File: src/rtl/warp_issue_scheduler.sv
// Round-robin issue scheduler: one eligible warp FIFO head per cycle into a single-entry issue register.
// Latency 1 cycle (eligible in N, on issue_* in N+1); holds its entry and stops popping while issue_ready is low.
module warp_issue_scheduler #(
    parameter int NUM_WARPS  = 4,
    parameter int DATA_WIDTH = 32,
    parameter int WID_W      = $clog2(NUM_WARPS)
) (
    input  logic                            clk,
    input  logic                            rst_n,
    input  logic [NUM_WARPS-1:0]            fifo_valid,
    input  logic [NUM_WARPS*DATA_WIDTH-1:0] fifo_data,
    output logic [NUM_WARPS-1:0]            fifo_pop,
    input  logic [NUM_WARPS-1:0]            warp_enable,
    input  logic [NUM_WARPS-1:0]            warp_stall,
    output logic                            issue_valid,
    output logic [DATA_WIDTH-1:0]           issue_data,
    output logic [WID_W-1:0]                issue_wid,
    input  logic                            issue_ready,
    input  logic                            halt_req,
    output logic                            halted,
    output logic [15:0]                     issue_count
);

    typedef enum logic [1:0] {
        RUN    = 2'd0,
        DRAIN  = 2'd1,
        HALTED = 2'd2
    } state_t;

    state_t                 state;
    state_t                 state_next;
    logic [NUM_WARPS-1:0]   elig;
    logic [WID_W-1:0]       last_grant;
    logic [WID_W-1:0]       sel;
    logic                   sel_found;
    logic                   slot_free;
    logic                   select;
    logic                   accept;
    logic [DATA_WIDTH-1:0]  head [NUM_WARPS];

    for (genvar w = 0; w < NUM_WARPS; w++) begin : g_head
        assign head[w] = fifo_data[w*DATA_WIDTH +: DATA_WIDTH];
    end

    assign elig      = fifo_valid & warp_enable & ~warp_stall;
    assign accept    = issue_valid & issue_ready;
    assign slot_free = ~issue_valid | issue_ready;
    // halt_req blocks selection in the same cycle RUN moves to DRAIN
    assign select    = rst_n & (state == RUN) & ~halt_req & slot_free & sel_found;

    // NUM_WARPS is a power of two, so the WID_W-bit add wraps the search naturally
    always_comb begin
        logic [WID_W-1:0] idx;
        sel       = '0;
        sel_found = 1'b0;
        idx       = '0;
        for (int i = 1; i <= NUM_WARPS; i++) begin
            idx = last_grant + WID_W'(i);
            if (!sel_found && elig[idx]) begin
                sel_found = 1'b1;
                sel       = idx;
            end
        end
    end

    always_comb begin
        fifo_pop = '0;
        if (select) begin
            fifo_pop[sel] = 1'b1;
        end
    end

    always_comb begin
        state_next = state;
        case (state)
            RUN: begin
                if (halt_req) state_next = DRAIN;
            end
            DRAIN: begin
                if (!halt_req)                      state_next = RUN;
                else if (!issue_valid || issue_ready) state_next = HALTED;
            end
            HALTED: begin
                if (!halt_req) state_next = RUN;
            end
            default: state_next = RUN;
        endcase
    end

    always_ff @(posedge clk) begin
        if (!rst_n) begin
            state       <= RUN;
            halted      <= 1'b0;
            issue_valid <= 1'b0;
            issue_data  <= '0;
            issue_wid   <= '0;
            issue_count <= '0;
            last_grant  <= WID_W'(NUM_WARPS - 1);
        end else begin
            state  <= state_next;
            halted <= (state_next == HALTED);
            if (accept) begin
                issue_count <= issue_count + 16'd1;
            end
            if (select) begin
                issue_valid <= 1'b1;
                issue_data  <= head[sel];
                issue_wid   <= sel;
                last_grant  <= sel;
            end else if (accept) begin
                issue_valid <= 1'b0;
            end
        end
    end

endmodule

File: config.mk
export PLATFORM = sky130hd
export DESIGN_NAME = warp_issue_scheduler
export DESIGN_NICKNAME = d
export VERILOG_FILES = /design/src/rtl/warp_issue_scheduler.sv
export SDC_FILE = /design/constraint.sdc
export NUM_CORES = 1
export LEC_CHECK = 0
export ABC_CLOCK_PERIOD_IN_PS = 2040
export CORE_MARGIN = 4
export CORE_UTILIZATION = 36
export CTS_CLUSTER_DIAMETER = 120
export DETAILED_ROUTE_END_ITERATION = 16
export MAX_ROUTING_LAYER = met4
export PLACE_DENSITY = 0.84
export SETUP_SLACK_MARGIN = 0.3
export SLEW_MARGIN = 20
export SYNTH_ARGS = -nofsm -noshare
export SYNTH_HDL_FRONTEND = slang
export SYNTH_SLANG_ARGS = --single-unit
export TNS_END_PERCENT = 100
File: constraint.sdc
create_clock -name clk -period 2.04 [get_ports clk]
set_input_delay 0.408 -clock clk [delete_from_list [all_inputs] [get_ports clk]]
set_output_delay 0.408 -clock clk [all_outputs]
set_load 0.005 [all_outputs]
Word level (Yosys, flattened, before mapping)
Cells that the tools add are included.

word-level totals
  input port bits = 144
  flip-flop bits (word level) = 56
  output and inout port bits = 56
  logic and storage cells = 73

operators by class
  mux-type cells = 29
  bitwise operators = 12
  reduce and logical (&&, ||, !) cells = 11
  $add $sub $neg = 4
  order comparisons = 7
  equality and inequality tests = 3

operators by type and width
  kind                   number
  $bmux 32 s2            1
  $mux 32                2
  $add 16x1->16 const B  1
  $mux 2                 8
  $lt 2x3->1 const B     5
  $mux 1                 11
  $and 4x4->4            2
  $bmux 1 s2             4
  $pmux 2 s3             1
  $and 1x1->1            5
  $add 2x2->2 const B    2
  $eq 2x2->1 const B     2
  $logic_and 1x1->1      4
  $logic_not 1->1        4
  $mux 4                 1
  $not 4->4              1
  $ge 3x3->1 const B     1
  $not 2->3              1
  $add 2x1->2 const B    1
  $demux 1 s2            1
  $eq 2x1->1 const B     1
  $ge 2x1->1 const B     1
  $logic_not 2->1        1
  $not 1->1              2
  other kinds (3)        3

Longest topological paths before layout
Gate-level depths: netlist (run 1).

  depth in word-level cells = 19
  depth in mapped cells = 7
  mapped depth without buffers = 5

Least setup slack after synthesis (run 1)
Ideal clock, no wire load.

  kind = input-to-output
  from = input warp_stall[3]
  to = output fifo_pop[2]
  required time = 1.632 ns
  stages = 6
  path slack = 0.087 ns
  data arrival time = 1.545 ns
  buffers on the path = 1
  path through = nand3b_4 o21a_4 a221oi_4 buf_4 nand2_1 nor2_1

on the way
  longest elaborated chain between the ends = 19
  elaborated cells on any way between the ends = 31
  those cells by class = 2 x order compare; 19 x mux; 3 x bitwise; 7 x reduce/logical

RTL lines
  what                                                                   RTL line  source
  start: declaration                                                     14        input logic [NUM_WARPS-1:0] warp_stall,
  $not 4->4 *                                                            45        assign elig = fifo_valid & warp_enable & ~warp_stall;
  $and 4x4->4 *                                                          45
  $bmux 1 s2                                                             59        if (!sel_found && elig[idx]) begin
  $mux 1 (implied by the code)                                           59
  $mux 1                                                                 59
  $logic_not 1->1                                                        59
  $logic_and 1x1->1                                                      59
  $mux 1                                                                 59
  (+3 left out)                                                          --
  $logic_not 1->1                                                        59
  $logic_and 1x1->1                                                      59
  $mux 2                                                                 59
  $lt 2x3->1 (implied by the code) / $ge 2x1->1 (equally long branches)  69        fifo_pop[sel] = 1'b1;
  $logic_and 1x1->1 (implied by the code)                                69
  $mux 1 (implied by the code)                                           69
  $demux 1 s2                                                            69
  $mux 4 *                                                               68        if (select) begin
  end: declaration                                                       12        output logic [NUM_WARPS-1:0] fifo_pop,

Mark *: on every way between the ends. The rest lies on a longest branch, timed or not. The select of a mux whose other input is x is not followed.

Worst setup path in the final report (run 1)
  from = input warp_stall[3]
  to = register issue_data[4]

on the way
  longest elaborated chain between the ends = 18
  elaborated cells on any way between the ends = 29
  those cells by class = 19 x mux; 4 x bitwise; 6 x reduce/logical

RTL lines
  what                                         RTL line  source
  $not 4->4 *                                  45
  $and 4x4->4 *                                45
  $bmux 1 s2                                   59
  $mux 1 (implied by the code)                 59
  $mux 1                                       59
  $logic_not 1->1                              59
  $logic_and 1x1->1                            59
  $mux 1                                       59
  $logic_not 1->1                              59
  $logic_and 1x1->1                            59
  $mux 1                                       59
  $logic_not 1->1                              59
  $logic_and 1x1->1                            59
  $mux 2                                       59
  $not 2->3 (implied by the code)              107       issue_data <= head[sel];
  $bmux 32 s2                                  107
  $mux 32 (implied by the code) (2 in series)  107
  end signal: assignment                       107
  end: declaration                             16        output logic [DATA_WIDTH-1:0] issue_data,

Marks and branches as above.
A chain may end at the register's enable or synchronous reset.

==> metrics.md, run 1 <==
| Metric | Value |
|---|---|
| Outcome | complete, but fails checks |
| Failing checks | negative setup slack |
| GRT Util Overall | 0.2413 |
| Share of cells above drive strength 1 | 0.2264 |
| Starting Density | 0.3766 |
| Number of global-route vias before repair | 3558 |
| Hold Fails Final Rpt | 0 |
| Flops & latches, synth | 56 |
| Fill count | 512 |
| Setup TNS | -0.8741 ns |
| Reg2reg end | issue_data[4] |
| WL/cell | 19.36 um |
| Min-Delay Path Class | reg2reg |
| Slew @ Worst Pin | 0.3382 ns |
| I/O Buffers | 199 |
| Synth warn | 0 |
| Slew Limit Fails | 0 |
| DIE WIDTH | 98.84 um |
| Ant. Diodes | 0 |
| WHS Path Cells | 1 |
| Remaining routing DRC violations | 0 |
| Height of the die | roughly 99 um |
| Clk Tree Root Cell | clkbuf_8 |
| Synth Instances | 310 |
| H-tree depth | 2 |
| Comb power frac | 0.359 |
| TritonCTS clock tree | yes |
| Detail Route Antenna Nets | 0 |
| Detailed Route Iter0 Violations | 66 |
| Via count | about 3500 |
| CP max FO | 6 |
| Number of vias per cell | 5.268 |
| Final min period | 2.151 ns |
| Critical Path RT | between 2 and 2.5 ns |
| Reg-to-Reg Start | last_grant[0] |
| Leakage power | 2.307 nW |
| Critical-path cell list | buf_6, nand3b_4, o21a_4, a221oi_4, buf_4, buf_6, buf_6, buf_12, buf_8, buf_12, buf_16, mux2i_4, o221ai_2 |
| CTS Sinks | 56 |
| Hold EP | state[0] |
| Most Frequent Cell on Critical Path | buf_6 |
| Maximum vdd drop | around 0.26 mV |
| Relative slew margins | 0.7745 |
| Async SR Flop Fraction | 0 |
| Post-synth top flop | dfxtp_1 |
| WP data arrival | 2.35 ns |
| Internal power | 2.102 mW |
| Nature of the critical path endpoint | flip-flop |
| Setup skew after layout | a little over 0.01 ns |
| Row count | 32 |
| Hold path start | state[1] |
| Final nets | roughly 710 |
| Startpoint Class | input pin |
| Crit path setup slack, layout | -0.1109 ns |
| Clk pwr share | 0.223 |
| EDFF count, synth | 0 |
| Routed wire length | 12830 um |
| Global route total overflow | 0 |
| Max-cap viol count | 0 |
| Reg power frac | 0.418 |
| Largest stage delay on the critical path | 0.27 ns |
| Net Switching | 742.3 uW |
| Max Root-Sink Buffers | 2 |
| Cts bufs inserted | 5 |
| R2R depth | 11 |
| Reg2reg setup slack | -0.10 ns |
| First-pass GRT wire length | 18200 um |
| Post-synth design cell area | 2970 sq um |
| Full die area | 9768 sq um |
| Syn Area/Cell | 9.582 sq um |
| DRT Pass-1 Iters | 4 |
| Synth-to-Final Area Change | 104.9% |
| Finish-stage setup viols | 20 |
| Initial antenna violation count | 0 |
| Post-DP HPWL | 8128 um |
| # IOs | 200 |
| Post-Syn Nets | 455 |
| Critical path depth | 13 |
| Post-synth cell types | 38 |
| Post-route cell area | about 6100 sq um |
| Largest delay share family, worst path | buffers and inverters |
| WS Path Type | in2reg |
| Cell Area, Placed | 5175 sq um |
| RSZ-0062 raised after global routing | yes |
| Core area | 7888 sq um |
| Switch share | 0.2609 |
| Largest net degree at the start of global routing | 21 |
| Period utilisation layout | 1.054 |
| Pwr dens | 467.3 nW/um^2 |
| Routability-driven placement congestion ratio | 0.8105 |
| Sequential-to-total area share from yosys stat | 0.3774 |
| Slowest CP cell | a221oi_4 |
| Clk slew on worst S/H paths | between 0.1 and 0.15 ns |
| Buf/Inv on CP | 8 |
| Tot Pwr | 2.845 mW |
| Hold buffers post-CTS | 0 |
| Clock Latency Late Sink | 0.31 ns |
| Max Fclk | 0.4649 GHz |
| Critical Path Start | warp_stall[3] |
-- cells by family after synthesis --
logic type               after synthesis  synth area share
XOR/XNOR                              10           0.02949
multiplexers                          66            0.2228
AND/OR/NAND/NOR                      100            0.1605
buffers and inverters                 23           0.05433
AO/OA/AOI/OAI                         54            0.1512
adder cells (fa/ha/maj)                1          0.004212
flip-flops                            56            0.3774
-- layout make-up --
class / instances / area (sq um) / share of cell area
sequential: 56 / 1130 / 0.1856
timing repair buffer: 262 / 2815 / 0.4625
inverter: 4 / 15.01 / 0.002467
multi-input combinational: 231 / 1906 / 0.3131
tap: 102 / 127.6 / 0.02097
clock inverter: 1 / 7.507 / 0.001233
clock buffer: 7 / 86.33 / 0.01418
-- power groups by stage --
stage | combinational (mW) | clock (mW) | sequential [mW]
after floorplan | 0.274 | 0 | 1.21
after global placement | 0.727 | 0 | 1.21
after detailed placement | 0.739 | 0 | 1.21
after CTS | 0.940 | 0.638 | 1.19
after global routing | 1.07 | 0.689 | 1.20
final | 1.02 | 0.635 | 1.19
-- cells in the final DEF (no fill, tap or decap), types with 6 or more instances in the layout --
cell             instances
clkdlybuf4s50_1        180
mux2i_2                  7
buf_4                   31
nand2_1                 41
nor2_1                  16
mux2i_1                 53
clkbuf_8                 6
a21oi_1                  7
xnor2_1                  9
dfxtp_1                 51
buf_2                   10
buf_16                  10
buf_6                   11
o221ai_1                29
buf_12                  11
-- cell usage after synthesis (all sizes together) (2+ instances only) --
| master | n | area, sq um |
|---|---|---|
| or3 | 5 | 31.28 |
| mux2i | 65 | 650.6 |
| nand3b | 4 | 42.54 |
| and2 | 3 | 18.77 |
| nand3 | 5 | 25.02 |
| nor2 | 17 | 63.81 |
| buf | 11 | 116.4 |
| clkbuf | 8 | 30.03 |
| nand2 | 46 | 172.7 |
| dfxtp | 56 | 1121 |
| nand4 | 5 | 31.28 |
| o221ai | 32 | 286.5 |
| a21oi | 8 | 40.04 |
| a21o | 3 | 22.52 |
| nor4 | 2 | 12.51 |
| o21ai | 5 | 25.02 |
| xnor2 | 9 | 78.83 |
| nor3 | 7 | 35.03 |
| inv | 4 | 15.01 |
| nand2b | 3 | 18.77 |
-- metal layers --
layer | part of all wire | GRT usage | routed length (um) | vias to the layer above
met2 | 0.55 | 0.4582 | 7058 | 172
met5 | 0 | - | 0 | -
met3 | 0.072 | 0.04459 | 919 | 24
li1 | - | - | - | 1649
met4 | 0.023 | 0.05987 | 291 | 0
met1 | 0.36 | 0.2546 | 4565 | 1648
-- through the flow --
step                      utilization  hold WS, ns  setup WS (ns)  cells
after detailed placement       0.6561       0.4481        -0.6917    616
after global placement         0.6561       0.4338        -0.6403    616
final                          0.7717       0.4684        -0.1109    663
after floorplan                     -       0.4251         0.1369    310
after global routing           0.7717       0.4943        -0.1747    663
after CTS                      0.7454       0.4714       0.003068    657
-- what timing repair did --
action | 4_1_cts | 5_1_grt
resized for setup | 103 | 31
gates cloned | 9 | 2
pin swaps | 26 | 18
setup buffers | 24 | 4
endpoints found under the setup margin | 38 | 44
-- worst max path at each step --
stage                           to
floorplan              fifo_pop[3]
global placement       fifo_pop[3]
detailed placement     fifo_pop[1]
CTS                    fifo_pop[1]
global route        issue_data[13]
finish               issue_data[4]
-- flip-flops by register name, indices dropped and copies added, names as in the netlist --
name,count
issue_wid,2
issue_valid,1
issue_data,32
issue_count,16
last_grant,2
halted,1
state,2
Note: power is estimated with default switching activity, not from simulation.
==> inputs of run 2 (changes only) <==
==> constraint.sdc (replaced) <==
create_clock -name clk -period 2.04 [get_ports clk]
set_input_delay 0.408 -clock clk [delete_from_list [all_inputs] [get_ports clk]]
set_output_delay 0.408 -clock clk [all_outputs]
set_load 0.1 [all_outputs]
==> metrics.md, run 2 (synthesis gave the netlist of run 1 again) <==
| Metric | Value |
|---|---|
| Pwr dens | 534.4 nW/um^2 |
| Detailed Route Iter0 Violations | 110 |
| Slowest CP cell | nor3_2 |
| Buf/Inv on CP | 4 |
| Routability-driven placement congestion ratio | 0.8461 |
| Slew Limit Fails | 0 |
| Cell Count Post-Placement | between 600 and 700 |
| Number of global-route vias before repair | between 3000 and 4000 |
| Hold Fails Final Rpt | 0 |
| Post-Layout Cell Count | 657 |
| Fin util | 0.7549 |
| Core area | approximately 8000 sq um |
| Critical-path cell list | buf_6, nand3b_1, nor3_2, a221oi_4, buf_6, buf_6, nor3_4, buf_12 |
| CP max FO | 3 |
| RSZ-0062 raised after global routing | yes |
| Via count | 3445 |
| Nature of the critical path endpoint | primary output |
| Final min period | 2.171 ns |
| Largest delay share family, worst path | simple AND/OR/NAND/NOR gates |
| Clk slew on worst S/H paths | 0.10 ns |
| Finish-stage setup viols | 17 |
| Row count | 32 |
| Global route total overflow | 0 |
| DIE WIDTH | 98.84 um |
| I/O Buffers | just under 200 |
| Final hold slack | roughly 0.48 ns |
| Critical Path RT | 1.63 ns |
| Reg2reg setup slack | -0.09 ns |
| Most frequent cells in the layout | 128 x clkdlybuf4s50_1, 83 x buf_4, 51 x mux2i_1, 43 x dfxtp_1, 41 x nand2_1 |
| TritonCTS clock tree | yes |
| Largest net degree at the start of global routing | 21 |
| Max Root-Sink Buffers | 2 |
| Period utilisation layout | 1.064 |
| Clk Tree Root Cell | clkbuf_8 |
| Clock Latency Late Sink | 0.31 ns |
| Failing checks | negative setup slack |
| Largest regs | issue_data (32), issue_count (16) |
| First-pass GRT wire length | between 15000 and 20000 um |
| CTS Sinks | 56 |
| Tot Pwr | 3.182 mW |
| Most common cell after layout, fill and taps aside | clkdlybuf4s50_1 |
| Outcome | complete, but fails checks |
| Share of cells above drive strength 1 | 0.3423 |
| Routed wire length | ~12000 um |
| Largest stage delay on the critical path | 0.29 ns |
| Maximum vdd drop | 0.4270 mV |
| Remaining routing DRC violations | 0 |
| Hold buffers post-CTS | 0 |
| Relative slew margins | 0.7719 |
| Min-Delay Path Class | reg2reg |
| WP data arrival | 1.76 ns |
| Max Fclk | 0.4606 GHz |
| Startpoint Class | input pin |
| WL/cell | around 18 um |
| GRT Util Overall | 0.2281 |
| Detail Route Antenna Nets | 0 |
| Initial antenna violation count | 0 |
| Slew @ Worst Pin | roughly 0.34 ns |
| Post-DP HPWL | 8140 um |
| Cts bufs inserted | 5 |
| Top reg by flops | issue_data |
| Most Frequent Cell on Critical Path | buf_6 |
| Leakage power | roughly 2.3 nW |
| Starting Density | 0.3766 |
| Ant. Diodes | 0 |
| Height of the die | 98.84 um |
| Number of vias per cell | between 5 and 6 |
| Setup skew after layout | 0.01260 ns |
| # IOs | 200 |
| Final nets | 699 |
| Max reg flops | 32 |
| DRT Pass-1 Iters | 4 |
| Crit path setup slack, layout | -0.1310 ns |
| WS Path Type | in2out |
| Synth-to-Final Area Change | 100.5% |
| Full die area | 9768 sq um |
| H-tree depth | 2 |
| Max-cap viol count | 0 |
[run 2: metrics by stage]
| stage | area, sq um | TNS (ns) | setup WS (ns) |
|---|---|---|---|
| 2_1_floorplan | 3079 | -1.151 | -0.3085 |
| 3_3_place_gp | 5180 | -13.83 | -0.4327 |
| 3_5_place_dp | 5180 | -15.42 | -0.4758 |
| 4_1_cts | 5737 | -0.3654 | -0.1175 |
| 5_1_grt | 5954 | -2.468 | -0.2127 |
| 6_report | 5954 | -0.6841 | -0.1310 |
[run 2: timing repair]
item                                    4_1_cts  5_1_grt
resized for setup                            93       23
setup buffers                                14       10
gates cloned                                  7        0
endpoints found under the setup margin       40       37
pin swaps                                    22       17
[run 2: worst paths after layout]
| path | start | to | depth (start not counted) |
|---|---|---|---|
| worst max-delay path | warp_stall[1] | fifo_pop[1] | 8 |
| worst min-delay path | issue_data[11] | issue_data[11] | 2 |
| worst max register to register | last_grant[0] | issue_data[9] | 10 |
| worst min register to register | issue_data[11] | issue_data[11] | 2 |
[run 2: cell type report]
| class | count | area [sq um] |
|---|---|---|
| flip-flops and latches | 56 | 1152 |
| clock inverters | 3 | 26.28 |
| well taps | 102 | 127.6 |
| fillers | 525 | 1933 |
| clock buffers | 5 | 68.82 |
| repair buffers | 256 | 2570 |
| multi-input cells | 231 | 1994 |
| inverters | 4 | 15.01 |
[run 2: worst reg2reg max path: stages (launching register included)]
cell and delay [ns]:
dfxtp_4 0.37, o21a_4 0.22, a221oi_4 0.29, buf_6 0.15
buf_6 0.10, buf_4 0.12, buf_12 0.12, buf_6 0.11
buf_16 0.14, mux2i_1 0.25, o221ai_1 0.15
[run 2: where the power goes]
part           internal, mW  switching (mW)
Clock                 0.251           0.373
Combinational         0.625           0.751
Sequential             1.15          0.0354
Total                  2.02            1.16
[run 2: metal layers]
metal	track usage	vias to the layer above	part of all wire
met4	0.05672	0	0.016
met1	0.2394	1650	0.36
li1	-	1645	-
met2	0.4313	136	0.56
met3	0.04671	14	0.066
met5	-	-	0
